`config.mk`:
```
export PLATFORM = sky130hd
export DESIGN_NAME = blink_monitor
export DESIGN_NICKNAME = d
export VERILOG_FILES = /design/src/rtl/blink_monitor.sv
export SDC_FILE = /design/constraint.sdc
export NUM_CORES = 1
export LEC_CHECK = 0
export BUFFER_PORTS_ARGS = -buffer_cell sky130_fd_sc_hd__buf_2
export CORE_MARGIN = 1
export CORE_UTILIZATION = 45
export CTS_BUF_LIST = sky130_fd_sc_hd__clkbuf_4 sky130_fd_sc_hd__clkbuf_8
export DETAILED_ROUTE_END_ITERATION = 12
export PLACE_DENSITY = 0.63
export SYNTH_ARGS = -nofsm -noshare
export SYNTH_HDL_FRONTEND = slang
export SYNTH_SLANG_ARGS = --single-unit
```
`constraint.sdc`:
```
create_clock -name clk -period 4.3 [get_ports clk]
set_clock_uncertainty 0.15 [all_clocks]
set_input_delay 0.215 -clock clk [delete_from_list [all_inputs] [get_ports clk]]
set_output_delay 0.215 -clock clk [all_outputs]
set_load 0.02 [all_outputs]
```
`src/rtl/blink_monitor.sv`:
```
// blink_monitor: measures the half-period of a toggling line, reports lock, irregular and stuck errors.
// Define BLINK_MON_SYNC_EN to pass led_in through a 2-flop synchronizer first.
module blink_monitor #(
  parameter int CBITS = 17,
  parameter int TOL = 2,
  parameter int LOCK_CNT = 4
) (
  input  logic             clk,
  input  logic             rst,
  input  logic             led_in,
  output logic             edge_pls,
  output logic [CBITS+1:0] half_period,
  output logic             locked,
  output logic             irr_err,
  output logic             stuck_err
);
  localparam int W = CBITS + 2;
  localparam int MW = $clog2(LOCK_CNT + 1);
  localparam logic [W-1:0] MAX = '1;
  typedef enum logic [1:0] {IDLE, ACQ, TRACK, LOCK} state_t;
  state_t state;
  logic s, prev, edge_det, in_tol;
  logic [W-1:0] cnt, ref_q, diff;
  logic [MW-1:0] match;
`ifdef BLINK_MON_SYNC_EN
  logic [1:0] sync_q;
  always_ff @(posedge clk or negedge rst)
    if (!rst) {s, sync_q} <= '0;
    else {s, sync_q} <= {sync_q, led_in};
`else
  always_ff @(posedge clk or negedge rst)
    if (!rst) s <= 1'b0;
    else s <= led_in;
`endif
  assign edge_det = s ^ prev;
  assign diff = (cnt >= ref_q) ? cnt - ref_q : ref_q - cnt;
  assign in_tol = diff <= W'(TOL);
  assign half_period = ref_q;
  always_ff @(posedge clk or negedge rst) begin
    if (!rst) begin
      state <= IDLE;
      prev <= 1'b0;
      edge_pls <= 1'b0;
      cnt <= '0;
      ref_q <= '0;
      match <= '0;
      locked <= 1'b0;
      irr_err <= 1'b0;
      stuck_err <= 1'b0;
    end else begin
      prev <= s;
      edge_pls <= edge_det;
      irr_err <= 1'b0;
      stuck_err <= 1'b0;
      // cnt==MAX without an edge outside IDLE is always a stuck event, so it restarts from 0
      cnt <= edge_det ? W'(1) : (state == IDLE || cnt == MAX) ? '0 : cnt + 1'b1;
      if (state != IDLE && !edge_det && cnt == MAX) begin
        stuck_err <= 1'b1;
        state <= IDLE;
        locked <= 1'b0;
        match <= '0;
      end else if (edge_det) begin
        case (state)
          IDLE: state <= ACQ;
          ACQ: begin
            ref_q <= cnt;
            match <= '0;
            state <= TRACK;
          end
          default: begin
            if (!in_tol) begin
              irr_err <= 1'b1;
              ref_q <= cnt;
              match <= '0;
              state <= TRACK;
              locked <= 1'b0;
            end else if (state == TRACK) begin
              match <= match + 1'b1;
              if (match == MW'(LOCK_CNT - 1)) begin
                state <= LOCK;
                locked <= 1'b1;
              end
            end
          end
        endcase
      end
    end
  end
endmodule

```
==> results by group <==
Worst setup path
  • Crit path buf inv count: 2
  • Reg2reg setup slack: 140 ps
  • Critical path data arrival time: 4240 ps
  • R2r worst-path depth: 13
  • Setup CP Type: reg2reg
  • Gate family responsible for the most delay along the worst path: simple AND/OR/NAND/NOR gates
  • Largest fanout on the critical path: 9
  • Reg2Reg Launch Point: half_period[6]$_DFFE_PN0P_
  • Worst path slowest cell: sky130_fd_sc_hd__or4_4
  • Cell Chain, Critical Path: inv_1 > ha_2 > a21oi_1 > o21ai_0 > or3_1 > o21ai_2 > xnor2_1 > or4_1 > o2bb2ai_1 > or4_4 > o21ai_4 > clkbuf_16 > mux2i_1
  • Type of origin of the critical path: flop
  • CP peak stage delay: 580 ps
  • Logic depth of the worst setup path including buffers: 13
  • Capturing point of the worst reg2reg path: half_period[7]$_DFFE_PN0P_
  • Crit path capture type: flop
  • Critical path data required time: 4380 ps

Synthesis
  • Post-synthesis sequential area ratio: 27.2%
  • Count of different cell masters after synthesis: 72
  • Synthesized net count: 570
  • FFs w/ async S/R, synth: 100%
  • Number of warning messages in the yosys log: 0
  • Count of flip-flops with a built-in enable after synthesis: 0
  • Post-Synthesis Cells: 521
  • Dominant synthesized flop cell: sky130_fd_sc_hd__dfrtp_1
  • Average cell area after synthesis: between 8 and 9 um2
  • Number of storage elements in the synthesis netlist: 49
  • Cell area after synthesis: ~4500 um2

Routing
  • Drc violations: 0
  • Max Used Layer: met4
  • Length of routed wiring on met1: 5740 um
  • Met3 wire length: 441 um
  • Number of DRC markers after the initial detailed-route iteration: 266
  • Number of optimization iterations in the first detailed-route pass: 5
  • Sum of met2 wire segment lengths after detailed routing: 5500 um
  • Final wirelength: 12000 um
  • Vias per inst: 5.67
  • Antenna Nets Post-Route: 0
  • Via count: 4023
  • Avg WL per Cell: around 17 um

Global route
  • Total global routing overflow: 0
  • Maximum number of pins on one net before global-route repair: 50
  • Global-route wire length before repair: 19400 um
  • Number of antenna violations at the first check in global routing: 0
  • Overall Global Routing Usage: 23.9%
  • Via count of the first global-routing pass: 3985

Layout
  • Diodes inserted: 0
  • Relative area change from synthesis to final layout: 14.8%
  • Final layout net count: 624
  • Fraction of final layout cells with drive strength greater than 1: just under 20%

Timing
  • Number of setup violations in the final report: 0
  • Slew at the pin closest to its max-slew limit: about 650 ps
  • Number of pins exceeding their max-slew limit in the final report: 0
  • Slew HR: 56.4%
  • Final min period: 4160 ps
  • Maximum clock frequency: ~240 MHz
  • Final period util: 96.8%
  • Final TNS setup: 0 ps
  • Final WS setup: approximately 140 ps
  • Number of endpoints with negative hold slack in the final report: 0

Placed design
  • Worst slack at placement: just over 6 ps
  • Sum of net half-perimeters after detailed placement: 9550 um
  • Count of port buffers added during placement: 25
  • Routability cong.: a little under 1

Run
  • Max-cap violations: 0

Clocking
  • Cts bufs inserted: 5
  • CTS HTree Levels: 2
  • Clock tree from TritonCTS: yes
  • Worst-skew pair later-pin latency: 310 ps
  • TritonCTS sink count: 49
  • CTS Root Buffer Type: sky130_fd_sc_hd__clkbuf_8
  • Largest buffer count on any clock path: 2
  • Clock slew at reported path FFs: 100 ps

Floorplan
  • Initial cell density of the core: 46.3%
  • I/O pin count: 26
  • Floorplan Core Area: 9730 um2
  • Number of cell rows: 36
  • Total Die Area: 10400 um2
  • Die Span X: 102 um
  • Vertical die dimension: 102 um

Min path
  • Path type of the worst min-delay path: reg2reg
  • Endpoint with the worst hold slack: prev$_DFF_PN0_
  • Source of the worst hold timing path: s$_DFF_PN0_
  • Hold path cells: 0

Power
  • Max rail drop VDD: 0.280 mV
  • Total power density per cell area: 536 nW/um2
  • Pleak: 2.53 nW

Run status
  • Status: finished clean
per-layer routing:
layer  vias to the layer above  GRT usage, %
met5                         -             0
met4                         0          8.13
met3                        25          2.87
met2                       109          39.3
met1                      1936          32.6
li1                       1953             -
metrics by stage:
step	cells	total power, W	hold WS (ps)	area (um2)	utilization (%)
final	709	0.00277	252	5170	53.1
after global routing	709	0.00295	285	5170	53.1
after CTS	706	0.00264	260	5060	52.0
after detailed placement	696	0.00231	175	4930	50.7
after global placement	696	0.00231	175	4930	50.7
after floorplan	521	0.00183	-231	4500	-
power by group:
group          internal, W  leakage, nW  switching [W]  total, W
logic             0.000917         1.82        0.00101   0.00193
registers         0.000495        0.663      0.0000365  0.000532
clock network     0.000149       0.0549       0.000165  0.000314
total              0.00156         2.53        0.00121   0.00277
worst register-to-register path: cells and delay by family, from the launching register on:
kind	cells	cell delay, ps
flip-flops	1	410
AND/OR/NAND/NOR	3	1490
buffers and inverters	2	310
AO/OA/AOI/OAI	5	1090
XOR/XNOR	1	120
multiplexers	1	180
adder cells (fa/ha/maj)	1	340
cell usage in the layout, fill, tap and decap left out, types with 5 or more instances in the layout:
cell / count
sky130_fd_sc_hd__inv_1: 49
sky130_fd_sc_hd__nor2_1: 48
sky130_fd_sc_hd__dfrtp_1: 48
sky130_fd_sc_hd__buf_4: 40
sky130_fd_sc_hd__ha_1: 39
sky130_fd_sc_hd__nand2_1: 35
sky130_fd_sc_hd__a21oi_1: 33
sky130_fd_sc_hd__xnor2_1: 32
sky130_fd_sc_hd__buf_2: 25
sky130_fd_sc_hd__o21ai_0: 20
sky130_fd_sc_hd__mux2i_1: 18
sky130_fd_sc_hd__nor3_1: 15
sky130_fd_sc_hd__nand3_1: 15
sky130_fd_sc_hd__a21o_1: 12
sky130_fd_sc_hd__nand4_1: 9
sky130_fd_sc_hd__xor2_1: 8
sky130_fd_sc_hd__and3_1: 7
sky130_fd_sc_hd__clkbuf_8: 7
sky130_fd_sc_hd__nor4_1: 6
sky130_fd_sc_hd__o21a_1: 5
sky130_fd_sc_hd__o211ai_1: 5
sky130_fd_sc_hd__ha_2: 5
synthesized netlist by cell type, types with 3 or more instances:
master / n / area share (%)
sky130_fd_sc_hd__a211o_1: 4 / 0.78
sky130_fd_sc_hd__or2_2: 4 / 0.56
sky130_fd_sc_hd__a31oi_1: 4 / 0.56
sky130_fd_sc_hd__inv_1: 50 / 4.2
sky130_fd_sc_hd__clkbuf_1: 8 / 0.67
sky130_fd_sc_hd__or3_1: 3 / 0.42
sky130_fd_sc_hd__a21o_1: 12 / 2.0
sky130_fd_sc_hd__a221oi_1: 3 / 0.58
sky130_fd_sc_hd__dfrtp_1: 49 / 27
sky130_fd_sc_hd__nor2_1: 49 / 4.1
sky130_fd_sc_hd__and3_1: 7 / 0.97
sky130_fd_sc_hd__o21ai_0: 21 / 2.3
sky130_fd_sc_hd__buf_6: 6 / 1.5
sky130_fd_sc_hd__nand4_1: 9 / 1.3
sky130_fd_sc_hd__o22ai_1: 3 / 0.42
sky130_fd_sc_hd__nand2_1: 35 / 2.9
sky130_fd_sc_hd__nor2b_1: 4 / 0.56
sky130_fd_sc_hd__o211ai_1: 5 / 0.83
sky130_fd_sc_hd__nand3_1: 15 / 1.7
sky130_fd_sc_hd__o21a_1: 5 / 0.83
sky130_fd_sc_hd__a21oi_1: 33 / 3.7
sky130_fd_sc_hd__ha_1: 44 / 12
sky130_fd_sc_hd__xnor2_1: 32 / 6.2
sky130_fd_sc_hd__a211oi_1: 5 / 0.83
sky130_fd_sc_hd__o31ai_1: 4 / 0.67
sky130_fd_sc_hd__xor2_1: 8 / 1.6
sky130_fd_sc_hd__nor3_1: 15 / 1.7
sky130_fd_sc_hd__o21bai_1: 3 / 0.50
sky130_fd_sc_hd__buf_2: 3 / 0.33
sky130_fd_sc_hd__nor4_1: 7 / 0.97
sky130_fd_sc_hd__mux2i_1: 18 / 4.0
sky130_fd_sc_hd__or4_1: 3 / 0.50
sky130_fd_sc_hd__buf_4: 3 / 0.50
registers in the layout, indices dropped and copies added, names as in the netlist:
register     cells
cnt             19
half_period     19
match            3
state            2
edge_pls         1
irr_err          1
locked           1
prev             1
s                1
stuck_err        1
timing repair:
item,CTS,global route
endpoints found under the hold margin,50,0
hold buffers,2,0
buffers inserted,0,2
endpoints found under the setup margin,8,22
pin swaps,0,8
gates cloned,0,1
gates resized for setup,1,20
cells by family after synthesis:
group | Yosys count | share of synthesized area [%]
flip-flops | 49 | 27.2
AO/OA/AOI/OAI | 132 | 21.9
AND/OR/NAND/NOR | 162 | 17.6
adder cells (fa/ha/maj) | 46 | 13.1
multiplexers | 19 | 4.25
buffers and inverters | 73 | 8.14
XOR/XNOR | 40 | 7.78
how the worst max path moves through the flow:
| stage | startpoint | endpoint | slack, ps |
|---|---|---|---|
| 2_1_floorplan | half_period[1]$_DFFE_PN0P_ | half_period[18]$_DFFE_PN0P_ | 140 |
| 3_3_place_gp | half_period[7]$_DFFE_PN0P_ | half_period[16]$_DFFE_PN0P_ | 30 |
| 3_5_place_dp | half_period[7]$_DFFE_PN0P_ | half_period[17]$_DFFE_PN0P_ | 6 |
| 4_1_cts | half_period[0]$_DFFE_PN0P_ | half_period[17]$_DFFE_PN0P_ | 40 |
| 5_1_grt | cnt[0]$_DFF_PN0_ | half_period[1]$_DFFE_PN0P_ | -5 |
| 6_report | half_period[6]$_DFFE_PN0P_ | half_period[7]$_DFFE_PN0P_ | 140 |
final cells by class:
| type | instances | area, um2 |
|---|---|---|
| repair buffers | 70 | 502 |
| clock inverters | 1 | 8.76 |
| fillers | 949 | 4560 |
| inverters | 50 | 188 |
| well taps | 133 | 166 |
| flip-flops and latches | 49 | 1230 |
| clock buffers | 7 | 96.3 |
| multi-input cells | 399 | 2980 |
Power figures use the tool's default switching activity.
